File: config.mk
export PLATFORM = sky130hd
export DESIGN_NAME = prog_mod_counter
export DESIGN_NICKNAME = d
export VERILOG_FILES = /design/src/rtl/counter_pkg.sv /design/src/rtl/clk_prescaler.sv /design/src/rtl/prog_mod_counter.sv
export SDC_FILE = /design/constraint.sdc
export NUM_CORES = 1
export LEC_CHECK = 0
export ABC_AREA = 1
export BUFFER_PORTS_ARGS = -buffer_cell sky130_fd_sc_hd__buf_2
export CELL_PAD_IN_SITES_DETAIL_PLACEMENT = 1
export CELL_PAD_IN_SITES_GLOBAL_PLACEMENT = 1
export CORE_MARGIN = 3
export CORE_UTILIZATION = 39
export DETAILED_ROUTE_END_ITERATION = 8
export GPL_TIMING_DRIVEN = 0
export PLACE_DENSITY = 0.85
export SETUP_SLACK_MARGIN = 0.1
export SLEW_MARGIN = 30
export SYNTH_ARGS = -nofsm -noshare
export SYNTH_HDL_FRONTEND = slang
export SYNTH_HIERARCHICAL = 1
export SYNTH_SLANG_ARGS = --single-unit
File: constraint.sdc
create_clock -name clk -period 2.4 [get_ports clk]
set_input_delay 0.12 -clock clk [delete_from_list [all_inputs] [get_ports clk]]
set_output_delay 0.12 -clock clk [all_outputs]
set_load 0.005 [all_outputs]
File: src/rtl/counter_pkg.sv
// Shared constants and helpers for the generic counter/timebase blocks.
package counter_pkg;

    localparam int unsigned CNT_WRAP = 0;
    localparam int unsigned CNT_SAT  = 1;

    localparam logic DIR_UP = 1'b1;
    localparam logic DIR_DN = 1'b0;

    // Ceiling log2; returns 0 for v <= 1.
    function automatic int unsigned clog2(input longint unsigned v);
        int unsigned r;
        r = 0;
        for (int i = 0; i < 64; i++) begin
            if ((64'(1) << i) < v) begin
                r = 32'(i + 1);
            end
        end
        return r;
    endfunction

endpackage

File: src/rtl/clk_prescaler.sv
// Enable-gated divider: asserts step on every PRESCALE-th enabled cycle.
module clk_prescaler
    import counter_pkg::*;
#(
    parameter int unsigned PRESCALE = 1
) (
    input  logic clk,
    input  logic rst_n,
    input  logic en,
    input  logic sync_clr,
    output logic step
);

    localparam int unsigned PW = (clog2(64'(PRESCALE)) < 1) ? 1 : clog2(64'(PRESCALE));
    localparam logic [PW-1:0] LAST = PW'(PRESCALE - 1);

    logic [PW-1:0] pre_q;
    logic [PW-1:0] pre_d;
    logic          at_last;

    assign at_last = (pre_q == LAST);
    assign step    = en && at_last;

    // Phase only advances while enabled, so a paused count resumes in place.
    always_comb begin
        pre_d = pre_q;
        if (sync_clr) begin
            pre_d = '0;
        end else if (en) begin
            pre_d = at_last ? '0 : pre_q + PW'(1);
        end
    end

    always_ff @(posedge clk or negedge rst_n) begin
        if (!rst_n) begin
            pre_q <= '0;
        end else begin
            pre_q <= pre_d;
        end
    end

endmodule

File: src/rtl/prog_mod_counter.sv
// Configurable modulo up/down counter with prescaler, wrap/saturate mode,
// and registered terminal-count, zero and saturation flags.
module prog_mod_counter
    import counter_pkg::*;
#(
    parameter int unsigned     WIDTH    = 8,
    parameter longint unsigned MOD      = 256,
    parameter int unsigned     PRESCALE = 1,
    parameter int unsigned     SATURATE = CNT_WRAP
) (
    input  logic             clk,
    input  logic             rst_n,
    input  logic             en,
    input  logic             up_dn,
    input  logic             clr,
    input  logic             load,
    input  logic [WIDTH-1:0] load_val,
    output logic [WIDTH-1:0] cnt,
    output logic             tc,
    output logic             zero,
    output logic             sat
);

    // One extra bit so MOD == 2**WIDTH compares correctly.
    localparam logic [WIDTH:0]   MOD_EXT  = (WIDTH + 1)'(MOD);
    localparam logic [WIDTH:0]   MAX_EXT  = (WIDTH + 1)'(MOD - 1);
    localparam logic [WIDTH-1:0] MAX_CNT  = WIDTH'(MOD - 1);
    localparam bit               SAT_MODE = (SATURATE == CNT_SAT);

    logic [WIDTH-1:0] cnt_q, cnt_d;
    logic             tc_q, tc_d;
    logic             zero_q, zero_d;
    logic             sat_q, sat_d;
    logic             step;
    logic             at_max;
    logic             at_min;
    logic [WIDTH-1:0] load_clamped;

    clk_prescaler #(
        .PRESCALE (PRESCALE)
    ) u_prescaler (
        .clk      (clk),
        .rst_n    (rst_n),
        .en       (en),
        .sync_clr (clr || load),
        .step     (step)
    );

    assign at_max       = ({1'b0, cnt_q} == MAX_EXT);
    assign at_min       = (cnt_q == '0);
    assign load_clamped = ({1'b0, load_val} < MOD_EXT) ? load_val : MAX_CNT;

    // Priority: clr > load > step > hold.
    always_comb begin
        cnt_d = cnt_q;
        tc_d  = 1'b0;
        sat_d = sat_q;
        if (clr) begin
            cnt_d = '0;
            sat_d = 1'b0;
        end else if (load) begin
            cnt_d = load_clamped;
            sat_d = SAT_MODE && ((up_dn == DIR_UP) ? (load_clamped == MAX_CNT)
                                                   : (load_clamped == '0));
        end else if (step) begin
            if (up_dn == DIR_UP) begin
                if (!at_max) begin
                    cnt_d = cnt_q + WIDTH'(1);
                    tc_d  = SAT_MODE && (cnt_d == MAX_CNT);
                    sat_d = tc_d;
                end else if (SAT_MODE) begin
                    tc_d  = !sat_q;
                    sat_d = 1'b1;
                end else begin
                    cnt_d = '0;
                    tc_d  = 1'b1;
                end
            end else begin
                if (!at_min) begin
                    cnt_d = cnt_q - WIDTH'(1);
                    tc_d  = SAT_MODE && (cnt_d == '0);
                    sat_d = tc_d;
                end else if (SAT_MODE) begin
                    tc_d  = !sat_q;
                    sat_d = 1'b1;
                end else begin
                    cnt_d = MAX_CNT;
                    tc_d  = 1'b1;
                end
            end
        end
        zero_d = (cnt_d == '0);
    end

    always_ff @(posedge clk or negedge rst_n) begin
        if (!rst_n) begin
            cnt_q  <= '0;
            tc_q   <= 1'b0;
            zero_q <= 1'b1;
            sat_q  <= 1'b0;
        end else begin
            cnt_q  <= cnt_d;
            tc_q   <= tc_d;
            zero_q <= zero_d;
            sat_q  <= sat_d;
        end
    end

    assign cnt  = cnt_q;
    assign tc   = tc_q;
    assign zero = zero_q;
    assign sat  = sat_q;

endmodule

# --- Word-level counts from Yosys, hierarchy flattened ---
# Cells that the tools add are included.
word_totals:
  ff_bits: 12
  latchBits: 0
  mem_bits_rw: 0
  rom_bits: 0
  in_bits: 14
  output_inout_bits: 11
  word_cells: 40
  mem_count: 0
classes:
  add_sub_neg: 3
  n_mul: 0
  div_mod_pow: 0
  n_lt_le_gt_ge: 0
  n_eq_ne: 3
  shift: 0
  n_mux: 21
  bitwise: 1
  n_reduce_logical: 7
op_table:
  columns: ["cell", "count"]
  rows:
  - ["$mux W8", 6]
  - ["$logic_not A8 Y1", 2]
  - ["$mux W1", 15]
  - ["$add A8 B1 Y8 const B", 1]
  - ["$eq A8 B8 Y1 const B", 1]
  - ["$ne A4 B4 Y1 const B", 2]
  - ["$sub A8 B1 Y8 const B", 1]
  - ["$reduce_and A3 Y1", 1]
  - ["$reduce_bool A3 Y1", 1]
  - ["$reduce_bool A2 Y1", 1]
  - ["$add A1 B1 Y1 const B", 1]
  - ["$logic_and A1 B1 Y1", 1]
  - ["$logic_or A1 B1 Y1", 1]
  - ["$not A1 Y1", 1]

# --- Longest topological paths before layout ---
# Gate-level depths: netlist of run 1.
depth:
  word_depth: 7
  mapped_depth: 12

# --- Modules after synthesis ---
# Netlist of run 1, hierarchy kept.
by_module_without_submodules:
  columns: ["mod", "instances", "cells_per_inst", "area_per_inst_um2"]
  rows:
  - ["prog_mod_counter", 1, 162, 1029.7]
  - ["clk_prescaler", 1, 1, 7.5]

# --- Least setup slack after synthesis of run 1 ---
# OpenSTA, ideal clock, no wires.
synth_path:
  path_type: "register to register"
  startpoint: "register cnt_q[0] (netlist: cnt[0])"
  endpoint: "register zero_q (netlist: zero)"
  setup_time_ps: 75
  arrival_ps: 1399
  required_time_ps: 2325
  setup_slack_ps: 926
  path_stages_with_launch: 10
  n_path_buf: 0
  period_less_slack_ps: 1474
  path_cell_list: "dfrtp_1 inv_1 ha_1 nand3_1 nor2_2 a21oi_1 o21ai_0 nand2_1 nand4_1 nor2_1"
synth_between:
  elab_chain_cells: 7
  elab_cells_between_ends: 11
synth_rtl:
  columns: ["item", "line", "source"]
  rows:
  - ["from (decl)", "prog_mod_counter.sv:30", "logic [WIDTH-1:0] cnt_q, cnt_d;"]
  - ["from (signal assigned)", "prog_mod_counter.sv:102", "cnt_q <= cnt_d;"]
  - ["$sub A8 B1 Y8, or another cell as far along", "prog_mod_counter.sv:80", "cnt_d = cnt_q - WIDTH'(1);"]
  - ["$mux W8 (on tied branches)", "prog_mod_counter.sv:79, prog_mod_counter.sv:67", null]
  - ["$mux W8", "prog_mod_counter.sv:66", "if (up_dn == DIR_UP) begin"]
  - ["$mux W8 (*)", "prog_mod_counter.sv:65", "end else if (step) begin"]
  - ["$mux W8 (*)", "prog_mod_counter.sv:61", "end else if (load) begin"]
  - ["$mux W8 (*)", "prog_mod_counter.sv:58", "if (clr) begin"]
  - ["$logic_not A8 Y1 (*)", "prog_mod_counter.sv:92", "zero_d = (cnt_d == '0);"]
  - ["named net zero_d", "prog_mod_counter.sv:32", "logic zero_q, zero_d;"]
  - ["to (signal assigned)", "prog_mod_counter.sv:104", "zero_q <= zero_d;"]
  - ["to (decl)", "prog_mod_counter.sv:32", null]
# The timed path passes the listed nets; every way through them passes the cells marked *.
# A chain may end at the register's enable or synchronous reset.

# --- Final worst setup path of run 1 ---
# Same ends and word-level chain as after synthesis.

==> results of run 1 <==
metrics by stage:
step                      std cells  worst slack [ns]
final                           218            0.5848
after detailed placement        213            0.6406
after floorplan                 163            0.9257
after global routing            218            0.4676
after CTS                       218            0.6002
after global placement          213            0.6896
layout by cell type, fill, tap and decap left out, types with 5 or more instances in the layout:
cell and instances:
a21oi_1 8, inv_1 18, dfrtp_1 9, nand2_1 40
nor2_1 25, nand4_1 5, buf_2 22, nand3_1 17
worst max-delay path, delay by kind of cell, from the launching register on:
| kind | cells | cell delay, ns |
|---|---|---|
| buffers and inverters | 1 | 0.22 |
| adder cells (fa/ha/maj) | 1 | 0.19 |
| AO/OA/AOI/OAI | 2 | 0.26 |
| flip-flops | 1 | 0.44 |
| AND/OR/NAND/NOR | 5 | 0.60 |
per-layer routing:
layer	vias up	GRT usage	wire, um
met4	0	0.07616	44
met1	523	0.2448	1316
met3	6	0.04751	131
met5	-	0	0
li1	560	-	-
met2	34	0.3306	1542
power by group through the flow:
| stage | Clock, uW | Sequential [uW] | Combinational (uW) |
|---|---|---|---|
| 2_1_floorplan | 0 | 199 | 140 |
| 3_3_place_gp | 0 | 203 | 192 |
| 3_5_place_dp | 0 | 203 | 200 |
| 4_1_cts | 128 | 200 | 203 |
| 5_1_grt | 140 | 203 | 226 |
| 6_report | 119 | 201 | 202 |
registers in the layout, summed over array words and instances (netlist names):
name	flops
cnt	8
tc	1
zero	1
cell families (layout without fill, tap and decap cells):
kind of cell,after synthesis,after routing
buffers and inverters,28,53
adders and majority gates,3,3
xor gates and xnor gates,4,4
DFF,10,10
other,1,1
and+or+nand+nor,101,101
AOI/OAI and AO/OA,16,16
worst max path at each step:
stage	startpoint	endpoint	cells after the start
3_5_place_dp	cnt[0]	zero	9
4_1_cts	cnt[0]	zero	11
2_1_floorplan	cnt[0]	zero	9
3_3_place_gp	cnt[0]	zero	9
5_1_grt	cnt[0]	zero	11
6_report	cnt[0]	zero	9
repair_timing:
item,in CTS,in global routing
hold buffers,1,0
hold endpoints to repair,10,0
setup endpoints to repair,0,0
buffers inserted,0,0
layout make-up:
| type | count | area (um^2) | area share |
|---|---|---|---|
| Timing Repair Buffer | 21 | 110.1 | 0.09091 |
| Sequential cell | 10 | 251.5 | 0.2076 |
| Clock buffer | 4 | 26.28 | 0.02169 |
| Buffer | 9 | 65.06 | 0.05372 |
| Tap cell | 30 | 37.54 | 0.03099 |
| Inverter | 19 | 71.32 | 0.05888 |
| Multi-Input combinational cell | 125 | 649.4 | 0.5362 |
==> impl_metrics.toml, run 1 <==
[timing]
drv_slew = 0
period_share = 0.7563
timing.final.crit_period_ns = 1.815
rsz0062_at_grt = "false"
setup_viol = 0
timing.final.hold_violations = 0
max_clock_freq_mhz = 550.9
hold_slack_ns = 0.2025
skew_ns = 0.01404
setup_tns_ns = 0

[route]
drt-total-wl_um = 3034
vias_per_cell = 5.151
wire_per_inst_um = 13.92
drtAntennaViolNets = 0
num_vias = 1123
drc = 0
drtIter0Drc = 30
first_pass_iters = 4

[power]
switching_share = 0.3783
power.switching_uw = 197.2
p_clk_frac = 0.228
combPwrFrac = 0.387
ir_drop_mv = 0.4573
finalPower_uw = 521.3
seqPwrFrac = 0.385
cellPowerDensity_mw_per_mm2 = 430.4
internal-power_uw = 324.1
leakage_uw = 0.0006845

[synth]
yosys_warnings = 6
synthTopCellsByArea = "dfrtp_1, nand2_1, nor2_1"
ys_ff_latch = 10
synthAdderAreaFrac = 0.03619
netlist_area_mm2 = 0.001037
synth_top_area_share = 0.2171
synth-edff-count = 0
synth_top_family_by_area = "simple AND/OR/NAND/NOR gates"
synthMuxAreaShare = 0
synthSimpleGateAreaFrac = 0.4704
synth_xor_area_frac = 0.03378
synth_compound_area_frac = 0.08203
yosysSeqAreaShare = 0.2425
yosys-top-cells-count = "nand2_1, nor2_1, inv_1, nand3_1, dfrtp_1"
synthArstFlopShare = 1.000
syn_nets = 180
avgSynthCellArea_um2 = 6.363
ys_types = 29
synthMostInstantiatedCell = "nand2_1"
synth-main-ff-cell = "dfrtp_1"
synth_area_leader_cell = "dfrtp_1"
syn_inst = 163

[status]
status = "completed"

[placement]
portBuffers = 20
placed_cell_area_mm2 = 0.001175
globalplace.congestion = 0.9218
dpl.hpwl_um = 2406

[run]
cap_viol_max_count = 0

[grt]
grt_usage = 0.1981
grt_max_degree = 11
grt_pass1_vias = 1169
grt_first_pass_wirelength_um = 5147
antenna_found_initial = 0
overflow = 0

[die]
dieArea_mm2 = 0.003314
chipHeight_um = 57.57
start_util = 0.4149
top_level_ports = 25
row_count = 18
die_w_um = 57.57
core_area_mm2 = 0.002500

[layout]
final_area_mm2 = 0.001211
area_growth_pct = 16.77
layout-drive-gt1-share = 0.2447
final_util = 0.4845
fill_cells = 363
nets = 206
antenna_cells = 0

[setup_path]
slowest_delay_ns = 0.44
slowest_stage = "dfrtp_1"
worstPathRequired_ns = 2.59
critPathMaxFanout = 7
arrival_ns = 2.00
cp-start-kind = "flip-flop"
r2r_start = "cnt[0]"
ff2ff_path_depth = 9
timing_worst_setup_path_type = "flip-flop to flip-flop"
r2r_slack_ns = 0.58
endpoint_kind = "flip-flop"
r2r-end = "zero"
crit_chain = "inv_1 -> ha_1 -> nand3_1 -> nor2_2 -> a21oi_1 -> o21ai_0 -> nand2_1 -> nand4_1 -> nor2_1"

[cts]
ctsResizeCount = 0
path_clk_slew_ns = 0.07
cts-root-buf = "clkbuf_4"
clockBufferDepth = 2
clk_latency_ns = 0.27
cts.sinks = 10
cts.htree.levels = 1
cts_buffers = 3
cts_tree = "built"

[min_path]
min_from = "load_val[4]"
whs_path_depth = 5
hold_path_class = "input pin to flip-flop"
holdPathEnd = "cnt[4]"
No activity file was read; power rests on OpenSTA's default activity.
==> inputs of run 2 (changes only) <==
- ABC_AREA: 1 -> 0
- CORE_UTILIZATION: 39 -> 34
- PLACE_DENSITY: 0.85 -> 0.75
- clock period: 2.4 -> 1.5 ns (I/O delays scaled with it)
==> impl_metrics.toml, run 2 <==
[route]
wl_met2_um = 1713
num_vias = 1132
highest_layer = "met3"
drc = 0
drtIter0Drc = 60
drtAntennaViolNets = 0
first_pass_iters = 4
m1WireLength_um = 1537
vias_per_cell = 5.576
wl_met3_um = 76
drt-total-wl_um = 3327
wire_per_inst_um = 16.39

[grt]
antenna_found_initial = 0
grt_max_degree = 11
grt_usage = 0.1930
overflow = 0
grt_pass1_vias = 1153
grt_first_pass_wirelength_um = 5457

[setup_path]
endpoint_kind = "flip-flop"
crit_chain = "inv_2 -> ha_4 -> nor3b_2 -> xnor2_1 -> a221oi_2 -> or3_4 -> or4_4 -> nor4_4"
endpoint = "zero"
r2r_slack_ns = -0.70
ff2ff_path_depth = 8
worstPathRequired_ns = 1.68
r2r_start = "cnt[1]"
slowest_delay_ns = 0.45
cp-start-kind = "flip-flop"
timing_worst_setup_path_type = "flip-flop to flip-flop"
critPathMaxFanout = 5
cp-startpoint = "cnt[1]"
r2r-end = "zero"
slowest_stage = "or4_4"
arrival_ns = 2.38

[cts]
clk_latency_ns = 0.26
clockBufferDepth = 2
path_clk_slew_ns = 0.07
cts_tree = "built"
cts_buffers = 3
cts-root-buf = "clkbuf_4"
cts.sinks = 10
cts.htree.levels = 1

[run]
cap_viol_max_count = 0

[timing]
hold_slack_ns = 0.09336
period_share = 1.466
timing.final.hold_violations = 0
fin_ws_ns = -0.6990
skew_ns = 0.001618
max_clock_freq_mhz = 454.7
setup_viol = 6
timing.final.crit_period_ns = 2.199
drv_slew = 0
rsz0062_at_grt = "true"
setup_tns_ns = -1.926

[layout]
layout-drive-gt1-share = 0.4709
area_growth_pct = 41.43
largest_reg_flops = 8
nets = 190
final_common_cell = "buf_2"
layout_common_cells = "buf_2, buf_4, inv_1, a21oi_1, nor2_1"
antenna_cells = 0

[power]
ir_drop_mv = 0.5995
p_clk_frac = 0.233
cellPowerDensity_mw_per_mm2 = 708.7
leakage_uw = 0.0006550
power.switching_uw = 366.9
seqPwrFrac = 0.308
switching_share = 0.3533
finalPower_uw = 1038
combPwrFrac = 0.459
internal-power_uw = 671.5

[synth]
yosys_warnings = 6
avgSynthCellArea_um2 = 7.848
syn_nets = 149
netlist_area_mm2 = 0.001036
syn_inst = 132

[die]
core_area_mm2 = 0.002829
dieArea_mm2 = 0.003745
start_util = 0.3662
chipHeight_um = 61.20
top_level_ports = 25
row_count = 19
die_w_um = 61.20

[placement]
portBuffers = 22
dpl.hpwl_um = 2474
dp_slack_ns = -0.8805
globalplace.congestion = 0.8138

[status]
violations = "negative setup slack"
status = "finished with violations"

[min_path]
hold_path_class = "input pin to flip-flop"
-- run 2: per-stage QoR --
| stage | utilization | instances | area (um^2) |
|---|---|---|---|
| global placement | 0.4445 | 185 | 1257 |
| floorplan | - | 132 | 1109 |
| finish | 0.5179 | 203 | 1465 |
| CTS | 0.5029 | 202 | 1423 |
| global route | 0.5179 | 203 | 1465 |
| detailed placement | 0.4445 | 185 | 1257 |
-- run 2: how the worst min path moves through the flow --
stage	start	endpoint	slack, ns	cells after the start
after global routing	load_val[7]	cnt[7]	0.10	3
final	load_val[7]	cnt[7]	0.09	3
after detailed placement	rst_n	cnt[5]	-0.05	1
after floorplan	rst_n	cnt[0]	-0.22	0
after global placement	rst_n	cnt[5]	-0.06	1
after CTS	load_val[7]	cnt[7]	0.07	3
-- run 2: timing repair --
item,CTS,global route
endpoints found under the setup margin,9,9
gates resized for setup,7,10
endpoints found under the hold margin,10,0
pin swaps,7,6
setup buffers,12,1
hold buffers,1,0
-- run 2: area by class of cell --
| class | instances | area [um^2] |
|---|---|---|
| fill | 354 | 1364 |
| sequential | 10 | 256.5 |
| timing repair buffer | 36 | 225.2 |
| multi-input combinational | 96 | 762.0 |
| buffer | 12 | 91.34 |
| inverter | 14 | 55.05 |
| clock buffer | 4 | 36.28 |
| tap | 31 | 38.79 |
-- run 2: power groups by stage --
stage	Clock [uW]	Sequential (uW)	Combinational (uW)
final	242	320	477
after CTS	248	319	450
after global placement	0	327	366
after detailed placement	0	329	373
after floorplan	0	325	264
after global routing	267	322	524
-- run 2: metal layers --
layer,global-route usage,vias up
met2,0.3323,25
met1,0.2662,561
li1,-,546
met3,0.02725,0
met4,0.01548,0
met5,0,-
-- run 2: worst max-delay path: cells and delay by family (launching register included) --
kind                       cells  cell delay (ns)
AOI/OAI and AO/OA              1             0.09
buffers and inverters          1             0.10
and+or+nand+nor                4             1.18
DFF                            1             0.44
xor gates and xnor gates       1             0.15
adders and majority gates      1             0.15
==> inputs of run 3 (changes only) <==
- HOLD_SLACK_MARGIN: unset -> 0.1
- TNS_END_PERCENT: unset -> 10
==> impl_metrics.toml, run 3 (synthesized netlist as in run 2, its figures left out) <==
[status]
status = "finished with violations"
violations = "negative setup slack"

[timing]
max_clock_freq_mhz = 451.6
hold_slack_ns = 0.1368
period_share = 1.476
setup_viol = 7
fin_ws_ns = -0.7146
timing.final.crit_period_ns = 2.215
setup_tns_ns = -1.959
rsz0062_at_grt = "true"
skew_ns = 0.004241
drv_slew = 0
timing.final.hold_violations = 0

[die]
core_area_mm2 = 0.002829
start_util = 0.3662
chipHeight_um = 61.20
top_level_ports = 25
dieArea_mm2 = 0.003745
row_count = 19
die_w_um = 61.20

[layout]
layout_common_cells = "buf_2, a21oi_1, inv_1"
final_area_mm2 = 0.001401
largest_reg_flops = 8
regArea_um2 = 255.2
layout-drive-gt1-share = 0.4242
antenna_cells = 0
multi_input_area_um2 = 755.7
final_util = 0.4954
nets = 183
fill_cells = 363
area_growth_pct = 35.27
final_common_cell = "buf_2"

[setup_path]
ff2ff_path_depth = 8
cp-start-kind = "flip-flop"
arrival_ns = 2.41
r2r-end = "zero"
slowest_stage = "or4_4"
endpoint = "zero"
slowest_delay_ns = 0.45
r2r_start = "cnt[0]"
crit_chain = "inv_2 -> ha_4 -> xor2_1 -> a21oi_1 -> o21a_1 -> or3_4 -> or4_4 -> nor4_4"
timing_worst_setup_path_type = "flip-flop to flip-flop"
endpoint_kind = "flip-flop"
critPathMaxFanout = 4
worstPathRequired_ns = 1.70
r2r_slack_ns = -0.71
cp-startpoint = "cnt[0]"

[grt]
grt_usage = 0.1930
grt_pass1_vias = 1091
met1_usage = 0.2433
antenna_found_initial = 0
grt_use_met2 = 0.3489
overflow = 0
grt_first_pass_wirelength_um = 5326
grt.busiest_layer = "met2"
grt_max_degree = 11
grtUsageMet3 = 0.03354

[min_path]
hold_path_class = "input pin to flip-flop"

[placement]
dp_slack_ns = -0.9509
portBuffers = 22
dpl.hpwl_um = 2440
placed_cell_area_mm2 = 0.001195
globalplace.congestion = 0.8195

[route]
drtIter0Drc = 24
drt-total-wl_um = 3403
num_vias = 1103
drc = 0
wire_per_inst_um = 17.36
first_pass_iters = 4
drtAntennaViolNets = 0
vias_per_cell = 5.628

[power]
power.switching_uw = 364.1
seqPwrFrac = 0.318
combPwrFrac = 0.435
leakage_uw = 0.0006276
ir_drop_mv = 0.4690
internal-power_uw = 636.4
cellPowerDensity_mw_per_mm2 = 714.0
switching_share = 0.3640
p_clk_frac = 0.247

[cts]
cts_tree = "built"
clockBufferDepth = 2
cts.htree.levels = 1
cts.sinks = 10
cts_buffers = 3
cts-root-buf = "clkbuf_4"
clk_latency_ns = 0.28
path_clk_slew_ns = 0.07

[run]
cap_viol_max_count = 0
[run 3: cell count changes in the layout (fill, tap and decap cells not counted), moves of 2 or more]
cell / previous run / this run
buf_4: 14 / 7
nor3_2: 2 / 0
o21ai_0: 6 / 9
o21ai_1: 4 / 0
[run 3: final cells by class]
type | instances | share of cell area
Multi-Input combinational cell | 96 | 0.5393
Sequential cell | 10 | 0.1821
Timing Repair Buffer | 29 | 0.1223
Buffer | 12 | 0.06518
Inverter | 14 | 0.03750
Tap cell | 31 | 0.02768
Clock buffer | 4 | 0.02589
[run 3: what timing repair did]
| action | in CTS | in global routing |
|---|---|---|
| endpoints found under the setup margin | 9 | 10 |
| hold buffers | 2 | 0 |
| hold endpoints to repair | 11 | 0 |
| pin swaps | 8 | 1 |
| resized for setup | 15 | 6 |
| buffers inserted | 5 | 0 |
[run 3: worst min-delay path by stage]
stage                  end  depth (start not counted)  slack [ns]        start
floorplan           cnt[0]                          0       -0.22        rst_n
global placement    cnt[5]                          1       -0.06        rst_n
detailed placement  cnt[2]                          1       -0.06        rst_n
CTS                 cnt[7]                          3        0.13  load_val[7]
global route        cnt[7]                          3        0.13  load_val[7]
finish              cnt[7]                          3        0.14  load_val[7]
[run 3: power by group through the flow]
stage | clock network, uW | logic (uW) | registers [uW]
after floorplan | 0 | 236 | 322
after global placement | 0 | 335 | 324
after detailed placement | 0 | 344 | 325
after CTS | 252 | 420 | 316
after global routing | 265 | 474 | 320
final | 248 | 435 | 318
[run 3: routing by layer]
layer | wire length (um) | up-vias
met3 | 97 | 2
met1 | 1500 | 548
met4 | 12 | 0
met2 | 1793 | 19
met5 | 0 | -
li1 | - | 534
[run 3: metrics by stage]
step | total power, uW | instances
after floorplan | 558.0 | 132
after global placement | 658.2 | 185
after detailed placement | 668.6 | 185
after CTS | 988.6 | 196
after global routing | 1059 | 196
final | 1001 | 196
[run 3: critical path: cells and delay by family, from the launching register on]
kind            cells  cell delay (ns)
simple gates        3             0.99
flops               1             0.41
compound gates      2             0.28
fa+ha+maj           1             0.26
xor+xnor            1             0.14
buf+inv             1             0.07
